### config.mk
export PLATFORM = sky130hd
export DESIGN_NAME = data_plane_tx
export DESIGN_NICKNAME = d
export VERILOG_FILES = /design/src/rtl/data_plane_tx.sv
export SDC_FILE = /design/constraint.sdc
export NUM_CORES = 1
export LEC_CHECK = 0
export BUFFER_PORTS_ARGS = -buffer_cell sky130_fd_sc_hd__buf_2
export CAP_MARGIN = 20
export CORE_MARGIN = 3
export CORE_UTILIZATION = 53
export CTS_BUF_LIST = sky130_fd_sc_hd__clkbuf_4 sky130_fd_sc_hd__clkbuf_8
export CTS_CLUSTER_DIAMETER = 120
export CTS_CLUSTER_SIZE = 20
export DETAILED_ROUTE_END_ITERATION = 6
export PLACE_DENSITY = 0.72
export SYNTH_ARGS = -nofsm -noshare
export SYNTH_HDL_FRONTEND = slang
export SYNTH_SLANG_ARGS = --single-unit
export TNS_END_PERCENT = 50
### constraint.sdc
create_clock -name clk -period 8.4 [get_ports clk]
set_input_delay 0.84 -clock clk [delete_from_list [all_inputs] [get_ports clk]]
set_output_delay 0.84 -clock clk [all_outputs]
set_load 0.01 [all_outputs]
### src/rtl/data_plane_tx.sv
// data_plane_tx: GPP transmit stack (LIFO) feeding the 32-bit data plane.
// A transfer sends PKT_LEN packets {dest, word}, top of stack first, once the
// control plane grants the bus, then one idle packet with a completion pulse.
// Optional feature: define DATA_TX_SELF_CHECK_EN to reject requests addressed
// to this node's own id (tx_error pulses, no transfer).
module data_plane_tx #(
    parameter int DEPTH   = 8,
    parameter int PKT_LEN = 5
) (
    input  logic                       clk,
    input  logic                       rst,
    input  logic [15:0]                node_id,
    input  logic                       gpp_wr_en,
    input  logic [15:0]                gpp_wr_data,
    input  logic [15:0]                dest_id,
    input  logic                       tx_request,
    input  logic                       tx_grant,
    output logic [31:0]                data_tx_packet,
    output logic                       tx_busy,
    output logic                       data_tx_complete_flag,
    output logic                       tx_error,
    output logic [$clog2(DEPTH+1)-1:0] buf_count,
    output logic                       buf_full
);

    localparam int              SPW       = $clog2(DEPTH + 1);
    localparam int              AW        = (DEPTH > 1) ? $clog2(DEPTH) : 1;
    localparam logic [31:0]     IDLE_PKT  = 32'hFFFF_0000;
    localparam logic [SPW-1:0]  DEPTH_C   = SPW'(DEPTH);
    localparam logic [SPW-1:0]  PKT_LEN_C = SPW'(PKT_LEN);
    localparam logic [SPW-1:0]  SP_ONE    = SPW'(1);
    localparam logic [2:0]      CNT_LAST  = 3'(PKT_LEN);

    typedef enum logic [1:0] {
        ST_IDLE,
        ST_WAIT_GRANT,
        ST_SEND,
        ST_DONE
    } state_t;

    state_t         r_state;
    state_t         w_next;
    logic [15:0]    r_mem [DEPTH];
    logic [SPW-1:0] r_sp;
    logic [2:0]     r_cnt;
    logic [15:0]    r_dest;
    logic [31:0]    r_pkt;

    logic           w_full;
    logic           w_req_ok;
    logic           w_self;
    logic           w_accept;
    logic           w_push;
    logic           w_pop;
    logic [SPW-1:0] w_sp_m1;
    logic [AW-1:0]  w_rd_idx;
    logic [AW-1:0]  w_wr_idx;

    assign w_full   = (r_sp == DEPTH_C);
    assign w_req_ok = tx_request && (r_sp >= PKT_LEN_C);

`ifdef DATA_TX_SELF_CHECK_EN
    logic r_err;

    assign w_self = (dest_id == node_id);

    // One-cycle error pulse when an otherwise valid request targets ourselves
    always_ff @(posedge clk or negedge rst) begin
        if (!rst) r_err <= 1'b0;
        else      r_err <= (r_state == ST_IDLE) && w_req_ok && w_self;
    end

    assign tx_error = r_err;
`else
    logic w_unused_node_id;

    assign w_self           = 1'b0;
    assign w_unused_node_id = ^node_id;
    assign tx_error         = 1'b0;
`endif

    assign w_accept = (r_state == ST_IDLE) && w_req_ok && !w_self;
    assign w_push   = ((r_state == ST_IDLE) || (r_state == ST_WAIT_GRANT)) && gpp_wr_en && !w_full;
    assign w_pop    = ((r_state == ST_WAIT_GRANT) && tx_grant) ||
                      ((r_state == ST_SEND) && (r_cnt < CNT_LAST));
    assign w_sp_m1  = r_sp - SP_ONE;
    assign w_rd_idx = w_sp_m1[AW-1:0];
    // A push landing on the grant edge replaces the word being popped, so the
    // stack stays contiguous while sp is left unchanged.
    assign w_wr_idx = w_pop ? w_sp_m1[AW-1:0] : r_sp[AW-1:0];

    // State register
    always_ff @(posedge clk or negedge rst) begin
        if (!rst) r_state <= ST_IDLE;
        else      r_state <= w_next;
    end

    // Next-state logic
    always_comb begin
        w_next = r_state;
        case (r_state)
            ST_IDLE:       if (w_accept) w_next = ST_WAIT_GRANT;
            ST_WAIT_GRANT: if (tx_grant) w_next = ST_SEND;
            ST_SEND:       if (r_cnt >= CNT_LAST) w_next = ST_DONE;
            ST_DONE:       w_next = ST_IDLE;
            default:       w_next = ST_IDLE;
        endcase
    end

    // Stack storage; contents survive reset, only sp is cleared
    always_ff @(posedge clk) begin
        if (w_push) r_mem[w_wr_idx] <= gpp_wr_data;
    end

    // Stack pointer, packet counter, latched destination and output packet
    always_ff @(posedge clk or negedge rst) begin
        if (!rst) begin
            r_sp   <= '0;
            r_cnt  <= '0;
            r_dest <= '0;
            r_pkt  <= IDLE_PKT;
        end else begin
            if (w_push && !w_pop)      r_sp <= r_sp + SP_ONE;
            else if (w_pop && !w_push) r_sp <= w_sp_m1;

            if (w_pop)                  r_cnt <= (r_state == ST_WAIT_GRANT) ? 3'd1 : r_cnt + 3'd1;
            else if (r_state != ST_SEND) r_cnt <= '0;

            if (w_accept) r_dest <= dest_id;

            if (w_pop)                   r_pkt <= {r_dest, r_mem[w_rd_idx]};
            else if (r_state == ST_SEND) r_pkt <= IDLE_PKT;
        end
    end

    assign data_tx_packet        = r_pkt;
    assign tx_busy               = (r_state != ST_IDLE);
    assign data_tx_complete_flag = (r_state == ST_DONE);
    assign buf_count             = r_sp;
    assign buf_full              = w_full;

endmodule

Word-level counts from Yosys, hierarchy flattened
Memories as Yosys holds them, arrays and structs flattened. Cells that the tools add are included. W data, S select, Z words.

Bits in registers: 57. Bits in latches: 0. Bits in writable memories: 128. ROM bits: 0. Input bits: 53. Output and inout bits: 40. Logic and storage cells: 53. Memories kept: 1.

$add $sub $neg: 3. Multipliers: 0. Div/mod/pow operators: 0. Magnitude comparators: 3. Eq/ne operators: 8. Shift operators: 0. Multiplexer cells: 14. Bitwise gates (word level): 0. Reduce and logical (&&, ||, !) cells: 19.

Memories: r_mem (words 8, bits a word 16, rd ports 1, clocked after Yosys merged registers in 0, write ports 1, RTL line 43) `logic [15:0] r_mem [DEPTH];`.

Operator list (number): $mux W32 (2); $mux W3 (4); $logic_and A1 B1 Y1 (8); $mux W4 (2); $pmux W2 S4 (1); $reduce_bool A2 Y1 (4); $mux W2 (3); $ne A2 B2 Y1 const B (3); $add A4 B1 Y4 const B (1); $eq A2 B2 Y1 const B (2); $eq A4 B4 Y1 const B (1); $ge A4 B3 Y1 const B (1); $sub A4 B1 Y4 const B (1); $add A3 B1 Y3 const B (1); $ge A3 B3 Y1 const B (1); $logic_not A1 Y1 (3); $lt A3 B3 Y1 const B (1); $reduce_and A3 Y1 (1); $eq A2 B1 Y1 const B (1); $logic_not A2 Y1 (1); $logic_or A1 B1 Y1 (2); $mux W1 (2); $ne A2 B1 Y1 const B (1).

Depth between registers and ports, before layout
Gate-level depths: netlist of run 1.

Word-level depth: 8. Mapped depth: 10. Gate-level depth less buffers: 9.

Least setup slack after synthesis of run 1
Ideal clock, no wire load.

Path type: register to register. Start: register r_sp[0], in the netlist buf_count[0]. End: memory r_mem[0][0] (enable). Library setup time: 0.394 ns. Arrival time: 2.601 ns. Data required time: 8.006 ns. Setup slack: 5.405 ns. Stages on the path, launching flop included: 9. Buffers on the path: 2. Period minus slack after synthesis: 2.995 ns. Path through: dfrtp_1 > buf_2 > inv_2 > ha_1 > xor2_2 > nor2_2 > buf_6 > nand3_1 > a21oi_1.

Cells in the longest elaborated chain, start to end: 5. Elaborated cells between the ends (all ways): 7. Classes of those cells: 1 x add/sub; 1 x eq/ne; 3 x mux; 2 x reduce/logical.

RTL lines: start: declaration (RTL line 44) `logic [SPW-1:0] r_sp;`; start signal: assignment (RTL line 123) `if (w_push && !w_pop) r_sp <= r_sp + SP_ONE;`; start signal: assignment (RTL line 124) `else if (w_pop && !w_push) r_sp <= w_sp_m1;`; $eq A4 B4 Y1 (RTL line 59) `assign w_full = (r_sp == DEPTH_C);`; $logic_not A1 Y1 (RTL line 83) `assign w_push = ((r_state == ST_IDLE) || (r_state == ST_WAIT_GRANT)) && gpp_wr_en && !w_full;`; $logic_and A1 B1 Y1 (RTL line 83); $mux W1 (RTL line 112) `if (w_push) r_mem[w_wr_idx] <= gpp_wr_data;`; $mux W1 (implied by the code) (RTL line 112); end: declaration (RTL line 43).

Parallel ways exist; a longest one is shown, timed or not.

Final worst setup path of run 1
Start: register r_sp[0], in the netlist buf_count[0]. End: memory r_mem[0][10] (enable).

The elaborated chain is that of the path after synthesis.

==> key figures, run 1 <==
Cells and area
  – Fin util: 0.624
  – Share of layout cells above drive strength 1: 0.304
  – Fin area: 8430 um^2
  – Synth-to-layout area growth: 13.0%
  – # diodes: 0
  – Nets: 590

Hold path
  – Worst Hold Class: reg -> reg
  – Hold Path Sink: r_dest[10]$_DFFE_PN0P_
  – Hold path startpoint: r_dest[10]$_DFFE_PN0P_
  – Hold Path Depth: 1

Clocking
  – Clock-pin transition on the worst setup and hold timing paths: 90 ps
  – Number of setup buffers added after CTS: 0
  – Hold-fix buffers, CTS: 0
  – Clock network latency to the later pin of the worst-skew pair: 450 ps
  – CTS tree: done
  – H-Tree Depth: 4
  – CTS root buf: clkbuf_8
  – Clk sinks: 185
  – Longest Clk Path Bufs: 2
  – Post-CTS Resized: 0
  – CTS Buf Count: 17

Timing
  – Hold_ws: 497 ps
  – Fin Setup TNS: 0 ps
  – Worst-Margin Slew: 1120 ps
  – Fin. Hold Viols: 0
  – Slew HR: 0.253
  – Final setup fails: 0
  – Unrepaired setup endpoints after global routing: no
  – Max frequency: 293 MHz
  – Min setup slack post-route: 4990 ps
  – Final Skew: 15.5 ps
  – Slew Viols, Final: 0
  – Final min period: 3410 ps
  – Final period utilization: 0.406

Synthesis
  – Synth unique cells: 44
  – Synthesized area: 7460 um^2
  – Fraction of registers with async set/reset: 0.308
  – Yosys warnings: 0
  – Seq/Total Area, Yosys: 0.709
  – Number of synthesized flops with an enable pin: 128
  – Mapped Cells: 445
  – Top_reg_cell synth: edfxtp_1
  – Syn nets: 508
  – Syn Area/Cell: 16.8 um^2
  – Post-synthesis register bit count: 185

Floorplanning
  – Core footprint: 13500 um^2
  – Die height: 125 um
  – Die Area: 15500 um^2
  – Die width: 125 um
  – IO Count: 93
  – Starting Density: 0.552
  – Number of cell rows: 42

Worst setup path
  – Crit Path Class: reg -> reg
  – Crit-path max cell delay: 870 ps
  – Crit path max fanout: 18
  – CP Capture Type: flip-flop
  – Flop2flop setup slack: 4990 ps
  – CP Buf/Inv Count: 2
  – Delay-heaviest family, CP: simple AND/OR/NAND/NOR gates
  – CP Launch Type: flip-flop
  – Worst reg2reg path startpoint: buf_count[0]$_DFFE_PN0P_
  – Worst EP arrival: 3560 ps
  – Slowest-stage cell, CP: nor2_2
  – Crit-path cells: inv_2 -> ha_4 -> xor2_2 -> nor2_2 -> nand3_1 -> a21oi_2 -> buf_6
  – Worst EP required: 8550 ps
  – Worst r2r dst: r_mem[0][10]$_DFFE_PP_
  – Worst Reg2Reg Path Length in Cells: 7

Power and ir drop
  – NetSw: 1.28 mW
  – Comb power frac: 0.435
  – Reg power frac: 0.404
  – Clock power frac: 0.161
  – Sw Share: 0.378
  – Leak pwr: 3.24 nW
  – IR drop worst, VDD: 0.000245 V
  – Power density cells: 401 nW/um^2
  – Pint: 2.11 mW

Placement
  – Port buffer count: 75
  – GP Congestion: 0.742
  – Dpl cell area: 8000 um^2
  – Dpl hpwl: 8.43 mm
  – Pre-CTS setup slack: 4680 ps

Global routing
  – Largest net degree at the start of global routing: 71
  – Vias in the first global route: 4115
  – First-pass GRT wire length: 22.6 mm
  – Initial antenna violation count: 0
  – Gr usage total: 0.187
  – Grt total ovfl: 0

Status
  – Outcome: finished, final reports clean

Routing
  – Vias: 4149
  – Post-DRT Antenna Nets: 0
  – DRC viols: 0
  – Wire per inst: 20.1 um
  – Starting DRC count in detailed routing: 320
  – Drt pass-1 iters: 4
  – Routed vias/inst: 5.79
  – WL final: 14.4 mm

Flow run
  – Max cap viols: 0
## synthesized netlist by cell type (2+ instances only)
cell type / n / share of area
edfxtp_1: 128 / 0.52
mux2i_1: 65 / 0.087
dfrtp_1: 41 / 0.14
a22o_1: 16 / 0.019
a22oi_1: 16 / 0.016
dfstp_2: 16 / 0.056
o22a_1: 16 / 0.019
buf_2: 13 / 0.0087
a21oi_1: 12 / 0.0081
ha_1: 10 / 0.017
mux2_1: 10 / 0.015
a221oi_1: 8 / 0.0094
a221oi_2: 8 / 0.016
inv_1: 8 / 0.0040
nand3_1: 8 / 0.0054
mux2_2: 7 / 0.011
nand2_1: 7 / 0.0035
nor2_1: 6 / 0.0030
nand4_1: 5 / 0.0042
clkbuf_1: 4 / 0.0020
buf_4: 3 / 0.0030
buf_6: 3 / 0.0045
nand2b_1: 3 / 0.0025
nor2_2: 3 / 0.0025
or4_1: 3 / 0.0030
xor2_1: 3 / 0.0035
inv_2: 2 / 0.0010
nor2_4: 2 / 0.0030
nor3_1: 2 / 0.0013
o221ai_1: 2 / 0.0023
xnor2_1: 2 / 0.0023
## per-layer routing
metal	track usage	share of wire
met1	0.253	0.43
met2	0.297	0.48
met3	0.0446	0.064
met4	0.0722	0.017
met5	0	0
## power by group through the flow
stage                     Clock [mW]  Combinational (mW)  Sequential (mW)
final                          0.546                1.47             1.37
after global placement             0                1.42             1.37
after detailed placement           0                1.46             1.39
after global routing           0.596                1.59             1.40
after floorplan                    0                1.07             1.39
after CTS                      0.558                1.47             1.37
## placed cells by master (no fill, tap or decap), types with 4 or more instances in the layout
cell type / synthesis / routed
a21oi_1: 12 / 9
a21oi_2: 1 / 4
a221oi_1: 8 / 8
a221oi_2: 8 / 8
a22o_1: 16 / 16
a22oi_1: 16 / 16
buf_2: 13 / 75
buf_4: 3 / 8
clkbuf_8: 0 / 17
dfrtp_1: 41 / 41
dfstp_2: 16 / 16
edfxtp_1: 128 / 128
ha_1: 10 / 9
inv_1: 8 / 8
inv_6: 0 / 4
mux2_1: 10 / 10
mux2_2: 7 / 7
mux2i_1: 65 / 65
nand2_1: 7 / 7
nand3_1: 8 / 8
nand4_1: 5 / 5
nor2_1: 6 / 6
o22a_1: 16 / 16
## flip-flops by register name (all words and copies together) (netlist names)
signal / cells
r_dest: 16
r_mem: 128
buf_count: 4
r_state: 2
r_cnt: 3
data_tx_packet: 32
## worst reg2reg max path, cell delays in order, from the launching register on
cell	delay (ps)
dfrtp_1	670
inv_2	210
ha_4	250
xor2_2	160
nor2_2	870
nand3_1	210
a21oi_2	510
buf_6	240
## cell type report
type                       instances  area, um^2
timing repair buffer              87         504
fill                             991        5070
clock inverter                    14         123
tap                              176         220
multi-input combinational        226        2010
clock buffer                      18         241
sequential                       185        5290
inverter                          10        37.5
## how the worst max path moves through the flow
stage,to,start,slack (ps),cells after the start
floorplan,r_mem[0][0]$_DFFE_PP_,buf_count[0]$_DFFE_PN0P_,5410,8
global placement,r_mem[5][15]$_DFFE_PP_,tx_grant,4510,7
detailed placement,r_mem[4][10]$_DFFE_PP_,tx_grant,4680,6
CTS,r_mem[0][10]$_DFFE_PP_,buf_count[0]$_DFFE_PN0P_,4750,6
global route,r_mem[0][11]$_DFFE_PP_,buf_count[0]$_DFFE_PN0P_,4750,7
finish,r_mem[0][10]$_DFFE_PP_,buf_count[0]$_DFFE_PN0P_,4990,7
## cell families after synthesis
group / count (synthesis) / share of synthesized area
multiplexers: 82 / 0.113
flip-flops: 185 / 0.709
adder cells (fa/ha/maj): 10 / 0.0168
buffers and inverters: 34 / 0.0238
XOR/XNOR: 7 / 0.0102
AO/OA/AOI/OAI: 85 / 0.0961
AND/OR/NAND/NOR: 41 / 0.0304
other: 1 / 0.000503
## metrics by stage
stage,power (mW),cells
final,3.38,716
after CTS,3.39,712
after floorplan,2.46,445
after detailed placement,2.85,680
after global routing,3.58,716
after global placement,2.79,679
Power figures use the tool's default switching activity.
==> run 2: changes to the inputs <==
--- a/config.mk
+++ b/config.mk
@@ -5,6 +5,7 @@
 export SDC_FILE = /design/constraint.sdc
 export NUM_CORES = 1
 export LEC_CHECK = 0
+export ABC_AREA = 1
 export BUFFER_PORTS_ARGS = -buffer_cell sky130_fd_sc_hd__buf_2
 export CAP_MARGIN = 20
 export CORE_MARGIN = 3
==> constraint.sdc (replaced) <==
create_clock -name clk -period 3.17 [get_ports clk]
set_input_delay 0.317 -clock clk [delete_from_list [all_inputs] [get_ports clk]]
set_output_delay 0.317 -clock clk [all_outputs]
set_load 0.01 [all_outputs]
==> run 2 against run 1 <==
  * Sequential share of layout area shrank 1.7 points
  * Final cell count grew 38%
  * Combinational power grew to 2.6 times the previous value
  * Total power grew to 2.6 times the previous value
  * Global-route usage grew 2.8 points
  * Fmax grew 35%
  * First-iteration DRC count grew 39%
  * Core utilization shrank 0.74 points
  * Clock power grew to 2.8 times the previous value
  * Critical endpoint is now r_mem[2][11]$_DFFE_PP_
  * Largest cell class unchanged
  * Largest power group unchanged
  * Highest routed layer unchanged
==> key figures, run 2 <==
Worst setup path
  – Crit-path max cell delay: 610 ps (-260 ps)
  – Crit path max fanout: 21 (+3)
  – CP dominant cell by count: nand2_1
  – CP Capture Type: flip-flop
  – Slowest-stage cell, CP: dfrtp_2
  – Delay-heaviest family, CP: simple AND/OR/NAND/NOR gates
  – Crit Path Class: reg -> reg
  – Crit-path cells: inv_2 -> ha_1 -> nand2_2 -> nand2_4 -> inv_4 -> nand2_1 -> nand2_1 -> nand2_1 -> nor2_1 -> buf_4
  – CP Buf/Inv Count: 3 (+1)
  – Worst EP arrival: 2680 ps (-880 ps)
  – CP Launch Type: flip-flop
  – Flop2flop setup slack: 650 ps (-4340 ps)
  – Worst EP required: 3320 ps (-5230 ps)

Floorplanning
  – Starting Density: 0.546 (-0.00596)
  – Number of cell rows: 43 (+2.4%)
  – IO Count: 93 (unchanged)
  – Die height: 126 um (+1.3%)
  – Die Area: 16000 um^2 (+2.7%)
  – Die width: 126 um (+1.3%)
  – Core footprint: 14000 um^2 (+4.0%)

Routing
  – Vias: 5385 (+30%)
  – Drt pass-1 iters: 5 (+1)
  – Starting DRC count in detailed routing: 444 (+39%)
  – DRC viols: 0 (unchanged)
  – Routed vias/inst: 5.46 (-5.8%)
  – WL final: 16.4 mm (+14%)
  – Wire per inst: 16.6 um (-17%)
  – Post-DRT Antenna Nets: 0 (unchanged)

Cells and area
  – Most frequent cells in the layout: nand2_1, edfxtp_1, nand3_1
  – # diodes: 0 (unchanged)
  – Synth-to-layout area growth: 12.9%
  – Largest register FFs: 128 (unchanged)
  – Share of layout cells above drive strength 1: 0.204 (-0.0992)
  – Nets: 857 (+45%)
  – Fin util: 0.617 (-0.00738)
  – Largest reg by FF count: r_mem
  – Most common cell after layout, fill and taps aside: nand2_1

Power and ir drop
  – Power density cells: 1020 nW/um^2 (+150%)
  – Leak pwr: 3.66 nW (+13%)
  – IR drop worst, VDD: 0.000458 V (+87%)

Timing
  – Slew Viols, Final: 0 (unchanged)
  – Hold_ws: 99.0 ps (-398 ps)
  – Max frequency: 396 MHz (+35%)
  – Final Skew: 9.42 ps (-6.04 ps)
  – Final setup fails: 0 (unchanged)
  – Fin. Hold Viols: 0 (unchanged)
  – Slew HR: 0.358 (+0.106)
  – Final period utilization: 0.796 (+0.390)
  – Worst-Margin Slew: 963 ps (-157 ps)
  – Fin Setup TNS: 0 ps (unchanged)
  – Min setup slack post-route: 648 ps (-4340 ps)
  – Final min period: 2520 ps (-886 ps)
  – Unrepaired setup endpoints after global routing: no

Status
  – Outcome: finished, final reports clean

Global routing
  – Grt total ovfl: 0 (unchanged)
  – Gr busiest metal: met2
  – Vias in the first global route: 5235 (+27%)
  – Met2 Use GR: 0.339 (+0.0419)
  – Largest net degree at the start of global routing: 68 (-4.2%)
  – GRT met3 Usage: 0.0387 (-0.00586)
  – Initial antenna violation count: 0 (unchanged)
  – Met1 Track Usage GR: 0.307 (+0.0540)
  – First-pass GRT wire length: 26.7 mm (+18%)
  – Gr usage total: 0.215 (+0.0281)

Clocking
  – Longest Clk Path Bufs: 2 (unchanged)
  – H-Tree Depth: 4 (unchanged)
  – CTS root buf: clkbuf_8
  – CTS Buf Count: 17 (unchanged)
  – Clock-pin transition on the worst setup and hold timing paths: 100 ps (about the same)
  – Post-CTS Resized: 0 (unchanged)
  – Clock network latency to the later pin of the worst-skew pair: 460 ps (about the same)
  – Clk sinks: 185 (unchanged)
  – CTS tree: done

Synthesis
  – Synthesized area: 7670 um^2 (+2.9%)
  – Seq/Total Area, Yosys: 0.690 (-0.0197)
  – Leading area contributor after synthesis: edfxtp_1
  – Area contributors post-synth: edfxtp_1, dfrtp_1, nand2_1, nand3_1, dfstp_2
  – Top_reg_cell synth: edfxtp_1
  – Post-synthesis register bit count: 185 (unchanged)
  – Fraction of registers with async set/reset: 0.308 (unchanged)
  – Mapped Cells: 709 (+59%)
  – Cell with the most instances after synthesis: nand2_1
  – Syn Area/Cell: 10.8 um^2 (-35%)
  – Synth unique cells: 31 (-30%)
  – Yosys warnings: 0 (unchanged)
  – Number of synthesized flops with an enable pin: 128 (unchanged)
  – Syn nets: 772 (+52%)
  – Post-synth top area share: 0.501 (-0.0143)
  – Post-synth top cells: nand2_1, edfxtp_1, nand3_1

Placement
  – Pre-CTS setup slack: 674 ps (-4010 ps)
  – Dpl hpwl: 10.3 mm (+22%)
  – Port buffer count: 75 (unchanged)
  – GP Congestion: 0.791 (+6.7%)

Flow run
  – Max cap viols: 0 (unchanged)

Hold path
  – Worst Hold Class: in -> reg
run 2: cell types whose count changed after synthesis, moves of 9 or more:
cell     change
a21oi_1     +14
a22o_1      -16
a22oi_1     -16
buf_2        +9
inv_1       +22
mux2_1      -10
mux2i_1     -65
nand2_1    +222
nand3_1    +104
nor2_1      +30
nor3_1      +14
o22a_1      -16
run 2: path summary, 6_finish.rpt:
| kind | start | end | cells after the start |
|---|---|---|---|
| worst max-delay path | buf_count[0]$_DFFE_PN0P_ | r_mem[2][11]$_DFFE_PP_ | 10 |
| worst min-delay path | dest_id[11] | r_dest[11]$_DFFE_PN0P_ | 3 |
| worst max register to register | buf_count[0]$_DFFE_PN0P_ | r_mem[2][11]$_DFFE_PP_ | 10 |
| worst min register to register | r_dest[5]$_DFFE_PN0P_ | data_tx_packet[21]$_DFFE_PN1P_ | 2 |
| max in group asynchronous | rst | data_tx_packet[22]$_DFFE_PN1P_ | 3 |
| min in group asynchronous | rst | r_state[0]$_DFFE_PN0P_ | 2 |
run 2: cell families (layout without fill, tap and decap cells):
kind of cell / after synthesis / count (layout) / share of synthesized area
DFF: 185 / 185 / 0.690
adders and majority gates: 10 / 10 / 0.0163
AOI/OAI and AO/OA: 40 / 40 / 0.0282
buffers and inverters: 70 / 168 / 0.0426
and+or+nand+nor: 402 / 402 / 0.222
xor gates and xnor gates: 1 / 1 / 0.00114
other: 1 / 1 / 0.000489
run 2: stage by stage:
stage | instances | instance area [um^2] | total power [mW]
floorplan | 709 | 7670 | 6.22
global placement | 954 | 8270 | 7.20
detailed placement | 954 | 8270 | 7.37
CTS | 987 | 8660 | 8.87
global route | 987 | 8660 | 9.51
finish | 987 | 8660 | 8.83
run 2: routing by layer:
metal / vias to the layer above / share of wire
met2: 185 / 0.47
met3: 26 / 0.065
met5: - / 0
li1: 2561 / -
met4: 0 / 0.018
met1: 2613 / 0.45
run 2: tightest hold or removal path, delay by kind of cell:
| kind | cells | cell delay (ps) |
|---|---|---|
| AND/OR/NAND/NOR | 1 | 30 |
| buffers and inverters | 1 | 80 |
| AO/OA/AOI/OAI | 1 | 100 |
run 2: cell type report:
cell class / instances / area [um^2]
timing repair buffer: 102 / 581
clock inverter: 14 / 139
fill: 1149 / 5380
tap: 180 / 225
multi-input combinational: 454 / 2050
inverter: 34 / 130
sequential: 185 / 5290
clock buffer: 18 / 241
run 2: report_power, final:
group / leakage (nW) / total, mW / switching, mW / internal (mW)
sequential: 1.81 / 3.51 / 0.270 / 3.24
clock: 0.186 / 1.51 / 0.862 / 0.647
combinational: 1.67 / 3.81 / 2.57 / 1.23
total: 3.66 / 8.83 / 3.70 / 5.12
run 2: repair_timing:
| action | in CTS | in global routing |
|---|---|---|
| hold buffers | 1 | 0 |
| hold endpoints to repair | 12 | 0 |
| buffers inserted | 0 | 0 |
